===== config.mk =====
export PLATFORM = sky130hd
export DESIGN_NAME = alu_issue_ctrl
export DESIGN_NICKNAME = d
export VERILOG_FILES = /design/src/rtl/alu_issue_pkg.sv /design/src/rtl/alu_issue_regfile.sv /design/src/rtl/alu_issue_ctrl.sv
export SDC_FILE = /design/constraint.sdc
export NUM_CORES = 1
export LEC_CHECK = 0
export CAP_MARGIN = 5
export CORE_MARGIN = 4
export CORE_UTILIZATION = 48
export DETAILED_ROUTE_END_ITERATION = 8
export PLACE_DENSITY = 0.89
export SETUP_SLACK_MARGIN = 0.5
export SLEW_MARGIN = 15
export SYNTH_ARGS = -nofsm -noshare
export SYNTH_HDL_FRONTEND = slang
export SYNTH_HIERARCHICAL = 1
export SYNTH_SLANG_ARGS = --single-unit

===== constraint.sdc =====
create_clock -name clk -period 2.6 [get_ports clk]
set_input_delay 0.26 -clock clk [delete_from_list [all_inputs] [get_ports clk]]
set_output_delay 0.26 -clock clk [all_outputs]
set_load 0.05 [all_outputs]

===== src/rtl/alu_issue_pkg.sv =====
// Shared definitions for the ALU issue controller: opcodes, instruction fields,
// flag positions and FSM states.
package alu_issue_pkg;

    localparam logic [3:0] OP_ADD = 4'b0000;
    localparam logic [3:0] OP_SUB = 4'b0001;
    localparam logic [3:0] OP_XOR = 4'b1000;
    localparam logic [3:0] OP_OR  = 4'b1100;
    localparam logic [3:0] OP_AND = 4'b1110;

    localparam int OP_MSB  = 11;
    localparam int OP_LSB  = 8;
    localparam int RD_MSB  = 7;
    localparam int RD_LSB  = 6;
    localparam int RS1_MSB = 5;
    localparam int RS1_LSB = 4;
    localparam int RS2_MSB = 3;
    localparam int RS2_LSB = 2;

    localparam int FLG_Z = 3;
    localparam int FLG_C = 2;
    localparam int FLG_N = 1;
    localparam int FLG_V = 0;

    typedef enum logic {
        IDLE = 1'b0,
        EXEC = 1'b1
    } state_t;

    function automatic logic is_legal_op(input logic [3:0] op);
        return (op == OP_ADD) || (op == OP_SUB) || (op == OP_XOR) ||
               (op == OP_OR)  || (op == OP_AND);
    endfunction

endpackage


===== src/rtl/alu_issue_regfile.sv =====
// 4-entry register file: one synchronous write port, two asynchronous read ports,
// cleared by synchronous reset.
module alu_issue_regfile
#(
    parameter int W = 4
) (
    input  logic         clk,
    input  logic         reset,
    input  logic         we,
    input  logic [1:0]   waddr,
    input  logic [W-1:0] wdata,
    input  logic [1:0]   raddr_a,
    output logic [W-1:0] rdata_a,
    input  logic [1:0]   raddr_b,
    output logic [W-1:0] rdata_b
);

    logic [W-1:0] rf [4];

    always_ff @(posedge clk) begin
        if (reset) begin
            for (int i = 0; i < 4; i++) begin
                rf[i] <= '0;
            end
        end else if (we) begin
            rf[waddr] <= wdata;
        end
    end

    assign rdata_a = rf[raddr_a];
    assign rdata_b = rf[raddr_b];

endmodule


===== src/rtl/alu_issue_ctrl.sv =====
// Operand/issue stage for the 4-bit ALU: reads operands, drives the ALU, waits out
// its latency, then writes the result back and latches the flags.
module alu_issue_ctrl
    import alu_issue_pkg::*;
#(
    parameter int W       = 4,
    parameter int ALU_LAT = 1
) (
    input  logic         clk,
    input  logic         reset,
    input  logic         instr_valid,
    output logic         instr_ready,
    input  logic [11:0]  instr,
    input  logic         ld_en,
    input  logic [1:0]   ld_addr,
    input  logic [W-1:0] ld_data,
    output logic [W-1:0] alu_A,
    output logic [W-1:0] alu_B,
    output logic [3:0]   alu_G_sel,
    input  logic [W-1:0] alu_G,
    input  logic [3:0]   alu_flags,
    output logic         wb_valid,
    output logic [1:0]   wb_rd,
    output logic [W-1:0] wb_data,
    output logic [3:0]   flags_q,
    output logic         err_illegal,
    output logic         busy
);

    localparam logic [2:0] LAT_CNT = 3'(ALU_LAT);

    state_t       state, state_n;
    logic [2:0]   cnt, cnt_n;
    logic [1:0]   rd_q;
    logic [3:0]   op;
    logic [1:0]   rd, rs1, rs2;
    logic         legal, accept, done;
    logic         rf_we;
    logic [1:0]   rf_waddr;
    logic [W-1:0] rf_wdata, rs1_data, rs2_data;
    logic [1:0]   unused_reserved;

    assign op              = instr[OP_MSB:OP_LSB];
    assign rd              = instr[RD_MSB:RD_LSB];
    assign rs1             = instr[RS1_MSB:RS1_LSB];
    assign rs2             = instr[RS2_MSB:RS2_LSB];
    assign unused_reserved = instr[1:0];

    assign legal       = is_legal_op(op);
    // A pending load steals the IDLE cycle, so the instruction waits one more cycle.
    assign instr_ready = (state == IDLE) && !ld_en && !reset;
    assign accept      = instr_valid && instr_ready;
    assign busy        = (state != IDLE);

    assign rf_we    = done || ((state == IDLE) && ld_en);
    assign rf_waddr = done ? rd_q  : ld_addr;
    assign rf_wdata = done ? alu_G : ld_data;

    alu_issue_regfile #(.W(W)) u_regfile (
        .clk     (clk),
        .reset   (reset),
        .we      (rf_we),
        .waddr   (rf_waddr),
        .wdata   (rf_wdata),
        .raddr_a (rs1),
        .rdata_a (rs1_data),
        .raddr_b (rs2),
        .rdata_b (rs2_data)
    );

    always_comb begin
        state_n = state;
        cnt_n   = cnt;
        done    = 1'b0;
        case (state)
            IDLE: begin
                if (accept && legal) begin
                    state_n = EXEC;
                    cnt_n   = 3'd0;
                end
            end
            EXEC: begin
                cnt_n = cnt + 3'd1;
                if (cnt == LAT_CNT) begin
                    done    = 1'b1;
                    state_n = IDLE;
                end
            end
            default: state_n = IDLE;
        endcase
    end

    always_ff @(posedge clk) begin
        if (reset) begin
            state <= IDLE;
            cnt   <= 3'd0;
        end else begin
            state <= state_n;
            cnt   <= cnt_n;
        end
    end

    // ALU drive holds its last legal instruction; it is never cleared except by reset.
    always_ff @(posedge clk) begin
        if (reset) begin
            alu_A       <= '0;
            alu_B       <= '0;
            alu_G_sel   <= 4'b0000;
            rd_q        <= 2'd0;
            wb_valid    <= 1'b0;
            wb_rd       <= 2'd0;
            wb_data     <= '0;
            flags_q     <= 4'b0000;
            err_illegal <= 1'b0;
        end else begin
            wb_valid    <= done;
            err_illegal <= accept && !legal;
            if (accept && legal) begin
                alu_A     <= rs1_data;
                alu_B     <= rs2_data;
                alu_G_sel <= op;
                rd_q      <= rd;
            end
            if (done) begin
                wb_rd   <= rd_q;
                wb_data <= alu_G;
                flags_q <= alu_flags;
            end
        end
    end

endmodule

# --- Yosys cells after proc, flatten, opt, wreduce, memory -nomap -nowiden ---
# Memory sizes are Yosys's and may differ from the RTL's. A register that Yosys moved wholly into a read port is not among the register bits.
# Cells that the tools add are included.
totals:
  elab_cells: 51
  in_bits: 30
  regBits: 22
  mem_bits_rw: 16
  output_inout_bits: 26
  memories: 1
mem_list:
  columns: ["memory", "depth", "width", "rd", "rd_clocked_by_memory_dff", "write_ports", "line", "source"]
  rows:
  - ["u_regfile.rf", 4, 4, 2, 2, 4, "alu_issue_regfile.sv:18", "logic [W-1:0] rf [4];"]
op_classes:
  bitwise: 1
  n_reduce_logical: 16
  n_mux: 17
  addsub: 1
  n_eq_ne: 6
ops:
  columns: ["op", "n"]
  rows:
  - ["== test 4 bit (second input constant)", 3]
  - ["2-to-1 mux 1 bit", 10]
  - ["2-to-1 mux 4 bit", 2]
  - ["logical AND 1 bit", 6]
  - ["one-hot mux 3 bit (2 select lines)", 1]
  - ["logical OR 1 bit", 5]
  - ["== test 4 x 1 -> 1 bit (second input constant)", 1]
  - ["logical NOT 4 bit", 1]
  - ["2-to-1 mux 2 bit", 2]
  - ["OR reduction 4 bit", 1]
  - ["adder 3 x 1 -> 3 bit (second input constant)", 1]
  - ["== test 3 x 1 -> 1 bit (second input constant)", 1]
  - ["logical NOT 1 bit", 3]
  - ["2-to-1 mux 3 bit", 1]
  - ["inequality test 2 x 1 -> 1 bit (second input constant)", 1]
  - ["one-hot mux 1 bit (2 select lines)", 1]
  - ["inverter 1 bit", 1]

# --- Depth between registers and ports, before layout ---
# Gate-level depths: netlist of run 1.
depth:
  depth_word: 9
  ltp_mapped: 8
  mapped_depth_nobuf: 7

# --- By module ---
# Netlist of run 1, hierarchy kept.
by_module_without_submodules:
  columns: ["mod", "area_per_inst_um2", "cells_per_inst", "seq_area_each_um2", "n_inst"]
  rows:
  - ["alu_issue_ctrl", 1278.7, 134, 600.6, 1]
  - ["alu_issue_regfile", 879.6, 50, 480.5, 1]

# --- Worst setup path before layout of run 1 ---
# Ideal clock, no wire load.
synth_path:
  path_kind: "register to register"
  from: "reg state, in the netlist busy"
  to: "mem u_regfile.rf[2][0], enable pin"
  required_time_ns: 2.262
  slack_ns: 0.390
  stages_incl_launch_ff: 8
  period_less_slack_ns: 2.210
  arrival_time_ns: 1.872
  cell_sequence: "dfxtp_1 > buf_6 > nand3b_1 > clkbuf_1 > nand2_1 > nand2_1 > nand2b_1 > o21bai_1"
synth_rtl:
  columns: ["item", "line", "source"]
  rows:
  - ["from (decl)", "alu_issue_ctrl.sv:32", "state_t state, state_n;"]
  - ["from (signal assigned)", "alu_issue_ctrl.sv:98", "state <= state_n;"]
  - ["to (decl)", "alu_issue_regfile.sv:18", null]

==> results.toml, run 1 <==
[status]
status = "complete, no violations"

[grt]
track_usage = 0.1622
antenna_found_initial = 0
grt_pass1_vias = 1535
grt_pass1_wl_um = 6886
grt-ovfl-total = 0
grt_max_degree = 38

[yosys]
ys_seq_area_frac = 0.5009
syn_avg_cell_area_sq_um = 11.73
synthSimpleGateAreaFrac = 0.2122
yosysWarnings = 6
synth-compound-area-share = 0.06029
async_flop_share = 0
synthAdderAreaFrac = 0.01159
syn_inst = 184
synth-xor-area-share = 0
yosysUniqueCellTypes = 33
synthesis.area_sq_mm = 0.002158
synth_edf_count = 16
ys.flop_type = "dfxtp_1"
synth_top_family_by_area = "simple AND/OR/NAND/NOR gates"
ys_seq_elements = 46
synthMuxAreaShare = 0.1855
syn_nets = 216

[route]
first_pass_iters = 5
vias_per_cell = 5.341
drc = 0
drt_iter0_markers = 49
wl_um = 4363
vias = 1565
ant_nets = 0
wl_per_cell_um = 14.89

[setup_path]
crit_fanout = 11
cp_data_required_time_ns = 2.58
arrival_ns = 1.99
worst_path_most_repeated_cell = "nand2_1"
startpoint_type = "flop"
crit_slowest_cell = "dfxtp_1"
endpoint_kind = "flop"
crit_type = "reg -> reg"
crit_chain = "inv_1 > ha_1 > and3b_2 > nand2_1 > nand2_1 > nand2b_1 > o21bai_2"
max_stage_delay_ns = 0.36
cp_top_family = "simple AND/OR/NAND/NOR gates"
cp_num_buf_inv = 1

[sta]
fin_tns_setup_ns = 0
setup_viol = 0
grt_setup_unrepaired = "true"
finalHoldViolCount = 0
period_share = 0.7742
slew_violations = 0
skew_ns = 0.01013
worst_pin_slew_ns = 0.5083
min_period_ns = 2.013
slew-limit-headroom = 0.6601
max_freq_mhz = 496.8

[floorplanning]
initial_core_util = 0.4957
core_sq_mm = 0.004354
die-width_um = 75.06
rows = 24
fp.dieArea_sq_mm = 0.005633
num_io_pins = 56
die_y_um = 75.06

[power_and_ir_drop]
p_leak_nw = 1.109
pwr_density_cell_mw_per_mm2 = 483.9
vdd_drop_max_uv = 284.5
power_w = 0.001371

[clocking]
postCtsHoldBufs = 0
htree_levels = 2
clk_pin_slew_ns = 0.08
cts_root_buf = "clkbuf_8"
clk_latency_ns = 0.30
cts_setup_buffers = 0
cts_tree = "yes"
cts_max_path_buffers = 2
cts_sinks = 46
cts_inserted_buffers = 5

[place]
io_buffers = 53
hpwlAfterDp_um = 3273
place.gp.congestion = 0.7687

[final_layout]
antenna_cells = 0
fin_nets = 272
drive_gt1_frac = 0.1452
final_util = 0.6506
syn_to_final_growth_pct = 31.25
fillers = 321

[hold_path]
hp-class = "reg -> reg"

[run]
max_cap_viol_count = 0
worst paths after layout:
path	startpoint	end	slack (ns)	depth (start not counted)
worst max-delay path	cnt[1]	u_regfile/rf[2][0]	0.59	7
worst min-delay path	flags_q[1]	flags_q[1]	0.46	2
worst max register to register	cnt[1]	u_regfile/rf[2][0]	0.59	7
worst min register to register	flags_q[1]	flags_q[1]	0.46	2
stage by stage:
| stage | instance area, sq um | cells | worst slack [ns] | hold WS (ns) |
|---|---|---|---|---|
| after floorplan | 2160 | 184 | 0.5213 | 0.3956 |
| after global placement | 2743 | 285 | 0.3911 | 0.4425 |
| after detailed placement | 2743 | 285 | 0.3600 | 0.4460 |
| after CTS | 2825 | 293 | 0.5035 | 0.4575 |
| after global routing | 2833 | 293 | 0.4803 | 0.4802 |
| final | 2833 | 293 | 0.5870 | 0.4550 |
kinds of logic after synthesis:
group                      Yosys count
muxes                               23
AOI/OAI and AO/OA                   20
DFF                                 46
and+or+nand+nor                     81
buffers and inverters               12
adders and majority gates            2
power breakdown:
| part | leakage [nW] | internal, W | total [W] | switching [W] |
|---|---|---|---|---|
| registers | 0.411 | 0.000767 | 0.000779 | 0.0000117 |
| clock network | 0.0426 | 0.000185 | 0.000410 | 0.000225 |
| logic | 0.655 | 0.0000961 | 0.000182 | 0.0000859 |
layer usage:
layer	vias up	track usage	wire length (um)
met5	-	0	0
met4	0	0.05534	65
met3	9	0.04539	284
met2	44	0.2892	2250
met1	745	0.1858	1762
li1	767	-	-
cell type report:
type | instances | area (sq um) | area share
flip-flops and latches | 46 | 1082 | 0.3821
multi-input cells | 126 | 1022 | 0.3609
repair buffers | 56 | 563.0 | 0.1988
clock buffers | 6 | 72.57 | 0.02562
well taps | 52 | 65.06 | 0.02297
inverters | 5 | 18.77 | 0.006625
clock inverters | 2 | 8.758 | 0.003092
flip-flops by register name (all words and copies together) (netlist names):
signal and flops:
u_regfile/rf 16, alu_A 4, alu_B 4, alu_G_sel 4, flags_q 4, wb_data 4, cnt 3, rd_q 2
wb_rd 2, busy 1, err_illegal 1, wb_valid 1
cells in the mapped netlist, drive strengths merged (2+ instances only):
cell type,count,area share
inv,5,0.0087
nand3b,3,0.010
nor2,3,0.0052
buf,2,0.012
and4bb,2,0.012
dfxtp,30,0.28
nor2b,15,0.043
and2,16,0.046
nand2,33,0.057
nand3,2,0.0046
edfxtp,16,0.22
a31o,2,0.0081
mux2,14,0.083
ha,2,0.012
nand2b,2,0.0058
nor3,2,0.0099
mux4,8,0.097
clkbuf,5,0.0087
o21bai,2,0.0070
a21oi,10,0.023
worst min-delay path: cells and delay by family, from the launching register on:
kind / cells / cell delay (ns)
simple gates: 1 / 0.05
flops: 1 / 0.31
compound gates: 1 / 0.05
cell usage in the layout, fill, tap and decap left out, types with 2 or more instances in the layout:
| cell type | instances |
|---|---|
| mux2_4 | 6 |
| o21bai_2 | 2 |
| dfxtp_1 | 29 |
| nor2b_1 | 15 |
| and2_1 | 16 |
| and4bb_2 | 2 |
| edfxtp_1 | 16 |
| nand2b_1 | 2 |
| a31o_2 | 2 |
| buf_4 | 3 |
| nand3_1 | 2 |
| clkbuf_8 | 5 |
| nor2_1 | 3 |
| nand2_1 | 33 |
| inv_1 | 5 |
| a21oi_1 | 10 |
| ha_1 | 2 |
| mux4_1 | 8 |
| mux2_2 | 8 |
| clkdlybuf4s50_1 | 52 |
| nand3b_1 | 3 |
repair_timing:
action / 4_1_cts / 5_1_grt
endpoints found under the setup margin: 8 / 8
pin swaps: 0 / 0
gates resized for setup: 1 / 2
(Power assumes the default switching activity.)
==> inputs of run 2 (changes only) <==
--- a/config.mk
+++ b/config.mk
@@ -7,9 +7,9 @@
 export LEC_CHECK = 0
 export CAP_MARGIN = 5
 export CORE_MARGIN = 4
-export CORE_UTILIZATION = 48
+export CORE_UTILIZATION = 44
 export DETAILED_ROUTE_END_ITERATION = 8
-export PLACE_DENSITY = 0.89
+export PLACE_DENSITY = 0.86
 export SETUP_SLACK_MARGIN = 0.5
 export SLEW_MARGIN = 15
 export SYNTH_ARGS = -nofsm -noshare
==> constraint.sdc (replaced) <==
create_clock -name clk -period 1.6 [get_ports clk]
set_input_delay 0.16 -clock clk [delete_from_list [all_inputs] [get_ports clk]]
set_output_delay 0.16 -clock clk [all_outputs]
set_load 0.05 [all_outputs]
==> results.toml, run 2 (synthesized netlist as in run 1, its figures left out) <==
[status]
status = "finished with violations"
violations = "negative setup slack"

[sta]
fin_tns_setup_ns = -2.688
worst_pin_slew_ns = 0.4971
skew_ns = 0.01134
finalHoldViolCount = 0
min_period_ns = 1.712
slew_violations = 0
grt_setup_unrepaired = "true"
period_share = 1.070
setup_ws_ns = -0.1121
setup_viol = 43
max_freq_mhz = 584.1
slew-limit-headroom = 0.6686

[route]
drc = 0
ant_nets = 0
first_pass_iters = 4
wl_um = 6017
drt_iter0_markers = 51
vias_per_cell = 5.129
wl_per_cell_um = 17.65
vias = 1749

[power_and_ir_drop]
pwr_density_cell_mw_per_mm2 = 739.3
vdd_drop_max_uv = 372.9
p_leak_nw = 1.479
power_w = 0.002547

[clocking]
cts_inserted_buffers = 5
cts_sinks = 46
postCtsHoldBufs = 0
clk_pin_slew_ns = 0.09
cts_root_buf = "clkbuf_8"
clk_latency_ns = 0.30
cts_max_path_buffers = 2
htree_levels = 2
cts_tree = "yes"

[grt]
grt-ovfl-total = 0
grt_pass1_wl_um = 9397
track_usage = 0.2015
grt_max_degree = 38
antenna_found_initial = 0
grt_pass1_vias = 1871

[final_layout]
drive_gt1_frac = 0.5036
largest_reg_flops = 16
antenna_cells = 0
final_util = 0.7295
syn_to_final_growth_pct = 59.65
final_common_cell = "buf_4"
fin_nets = 305
top_register = "u_regfile/rf"
final_cell_mix = "buf_4, dfxtp_1, clkdlybuf4s50_1"

[setup_path]
arrival_ns = 1.77
startpoint_type = "flop"
crit_type = "reg -> reg"
cp_data_required_time_ns = 1.66
cp_num_buf_inv = 1
endpoint_kind = "flop"
cp_top_family = "simple AND/OR/NAND/NOR gates"
crit_chain = "inv_2 > ha_4 > and3b_2 > a21o_4 > and4bb_2 > and2_1"
max_stage_delay_ns = 0.36
crit_fanout = 7
crit_slowest_cell = "dfxtp_2"

[place]
hpwlAfterDp_um = 3649
io_buffers = 53
place.gp.congestion = 0.7738

[floorplanning]
fp.dieArea_sq_mm = 0.006089
die_y_um = 78.04
rows = 25
initial_core_util = 0.4570
num_io_pins = 56
core_sq_mm = 0.004723
die-width_um = 78.04

[run]
max_cap_viol_count = 0

[hold_path]
hp-class = "in -> reg"
[run 2: cell types whose count changed in the layout (fill, tap and decap cells not counted), sizes merged]
cell           delta
buf              +58
bufinv            +1
clkdlybuf4s50    -26
clkinv            -2
clkinvlp          +2
dlygate4sd2       +1
inv               -1
[run 2: layer usage]
metal  track usage  wire, um
met1        0.2233      2437
met2        0.3767      3203
met3       0.05046       271
met4       0.06119       105
met5             0         0
[run 2: final cells by class]
cell class | instances | area [sq um]
inverter | 5 | 25.02
multi-input combinational | 126 | 1299
clock inverter | 2 | 37.54
tap | 67 | 83.83
fill | 292 | 1277
timing repair buffer | 89 | 840.8
sequential | 46 | 1087
clock buffer | 6 | 72.57
[run 2: final timing paths]
path	startpoint	endpoint	slack [ns]	cells after the start
max	cnt[1]	u_regfile/rf[2][0]	-0.11	6
min	alu_flags[0]	flags_q[0]	0.42	3
max reg2reg	cnt[1]	u_regfile/rf[2][0]	-0.11	6
min reg2reg	alu_G_sel[2]	alu_G_sel[2]	0.47	2
[run 2: power breakdown]
part	total, W	switching [W]	internal, W
Sequential	0.00127	0.0000207	0.00125
Clock	0.000869	0.000403	0.000466
Combinational	0.000412	0.000193	0.000219
[run 2: timing repair]
action	CTS	global route
endpoints found under the setup margin	65	64
buffers inserted	14	3
pin swaps	16	4
gates resized for setup	54	19
[run 2: per-stage QoR]
stage	hold slack [ns]	cells	area (sq um)	setup WS (ns)
floorplan	0.2956	184	2317	-0.3327
global route	0.4155	341	3446	-0.1478
CTS	0.4169	338	3359	-0.06152
global placement	0.4405	316	2972	-0.3861
detailed placement	0.4557	316	2972	-0.4139
finish	0.4238	341	3446	-0.1121
[run 2: tightest hold or removal path, stage by stage]
cell	delay [ns]
clkdlybuf4s50_1	0.41
nand2_2	0.06
a21oi_1	0.06
==> inputs of run 3 (changes only) <==
--- a/config.mk
+++ b/config.mk
@@ -8,8 +8,10 @@
 export CAP_MARGIN = 5
 export CORE_MARGIN = 4
 export CORE_UTILIZATION = 44
+export CTS_BUF_LIST = sky130_fd_sc_hd__clkbuf_16
 export DETAILED_ROUTE_END_ITERATION = 8
 export PLACE_DENSITY = 0.86
+export RECOVER_POWER = 50
 export SETUP_SLACK_MARGIN = 0.5
 export SLEW_MARGIN = 15
 export SYNTH_ARGS = -nofsm -noshare
==> results.toml, run 3 (synthesized netlist as in run 1, its figures left out) <==
[final_layout]
antenna_cells = 0
largest_reg_flops = 16
fin_nets = 311
design_area_sq_mm = 0.003531
final_util = 0.7476
syn_to_final_growth_pct = 63.59
final_cell_mix = "dfxtp_1, clkdlybuf4s50_1, buf_6"
fillers = 299
drive_gt1_frac = 0.4607
top_register = "u_regfile/rf"
instances_no_fill = 347
final_common_cell = "dfxtp_1"

[route]
vias = 1812
ant_nets = 0
drt_iter0_markers = 125
first_pass_iters = 4
drc = 0
vias_per_cell = 5.222
wl_um = 6741
wl_per_cell_um = 19.43

[clocking]
cts_max_path_buffers = 2
clk_pin_slew_ns = 0.07
clk_latency_ns = 0.29
cts_inserted_buffers = 5
cts_root_buf = "clkbuf_16"
htree_levels = 2
cts_sinks = 46
cts_tree = "yes"

[grt]
antenna_found_initial = 0
grt-ovfl-total = 0
grt_pass1_wl_um = 8997
track_usage = 0.1935
grt_pass1_vias = 1828
grt_max_degree = 38

[setup_path]
crit_fanout = 7
crit_type = "reg -> reg"
max_stage_delay_ns = 0.34
cp_num_buf_inv = 1
startpoint_type = "flop"
crit_slowest_cell = "dfxtp_2"
cp_top_family = "simple AND/OR/NAND/NOR gates"
crit_chain = "inv_2 > ha_4 > and3b_2 > a21o_4 > and4bb_2 > and2_4"
endpoint_kind = "flop"
cp_data_required_time_ns = 1.64
arrival_ns = 1.78

[power_and_ir_drop]
p_leak_nw = 1.479
power_w = 0.002852
vdd_drop_max_uv = 519.2
pwr_density_cell_mw_per_mm2 = 807.8

[floorplanning]
rows = 25
die_y_um = 78.04
initial_core_util = 0.4570
num_io_pins = 56
die-width_um = 78.04
core_sq_mm = 0.004723
fp.dieArea_sq_mm = 0.006089

[status]
violations = "negative setup slack"
status = "finished with violations"

[sta]
setup_viol = 47
period_share = 1.087
grt_setup_unrepaired = "true"
max_freq_mhz = 574.8
min_period_ns = 1.740
worst_pin_slew_ns = 0.6482
slew_violations = 0
fin_tns_setup_ns = -3.933
setup_ws_ns = -0.1398
skew_ns = 0.007022
slew-limit-headroom = 0.5697
finalHoldViolCount = 0

[place]
place.gp.congestion = 0.7738
hpwlAfterDp_um = 3649
io_buffers = 53
dp.cells = 316
place_area_sq_mm = 0.002972

[hold_path]
hp-class = "in -> reg"

[run]
max_cap_viol_count = 0
run 3: path summary, 6_finish.rpt:
kind / from / slack (ns) / to / depth (start not counted)
min: alu_flags[3] / 0.43 / flags_q[3] / 3
max: cnt[1] / -0.14 / u_regfile/rf[1][1] / 6
max reg2reg: cnt[1] / -0.14 / u_regfile/rf[1][1] / 6
min reg2reg: alu_G_sel[2] / 0.46 / alu_G_sel[2] / 2
run 3: timing repair:
action / in CTS / in global routing
gates resized for setup: 42 / 43
gates cloned: 0 / 1
endpoints found under the setup margin: 65 / 64
pin swaps: 12 / 6
setup buffers: 12 / 10
hold buffers: 0 / 0
hold endpoints to repair: 0 / 0
run 3: report_power, final:
group          leakage (nW)  switching [W]  internal (W)
clock network        0.0812       0.000436      0.000731
logic                 0.985       0.000201      0.000217
registers             0.413      0.0000203       0.00125
total                  1.48       0.000657       0.00220
run 3: worst register-to-register path: stages (launching register included):
cell and delay [ns]:
dfxtp_2 0.34, inv_2 0.05, ha_4 0.16, and3b_2 0.27
a21o_4 0.25, and4bb_2 0.28, and2_4 0.15
run 3: routing by layer:
| metal | global-route usage | vias up | wire length, um |
|---|---|---|---|
| met3 | 0.05275 | 10 | 412 |
| met5 | 0 | - | 0 |
| met1 | 0.2126 | 893 | 2682 |
| met2 | 0.3510 | 60 | 3499 |
| li1 | - | 849 | - |
| met4 | 0.07867 | 0 | 146 |
run 3: cell type report:
class	count	area (sq um)	share of cell area
clock buffers	5	125.1	0.03544
clock inverters	3	41.29	0.01169
inverters	5	21.27	0.006024
multi-input cells	126	1310	0.3710
flip-flops and latches	46	1087	0.3079
well taps	67	83.83	0.02374
repair buffers	95	862.1	0.2442
run 3: stage by stage:
| step | setup WS, ns | hold slack (ns) |
|---|---|---|
| CTS | -0.06149 | 0.4254 |
| finish | -0.1398 | 0.4305 |
| global placement | -0.3861 | 0.4405 |
| global route | -0.1635 | 0.4405 |
| floorplan | -0.3327 | 0.2956 |
| detailed placement | -0.4139 | 0.4557 |
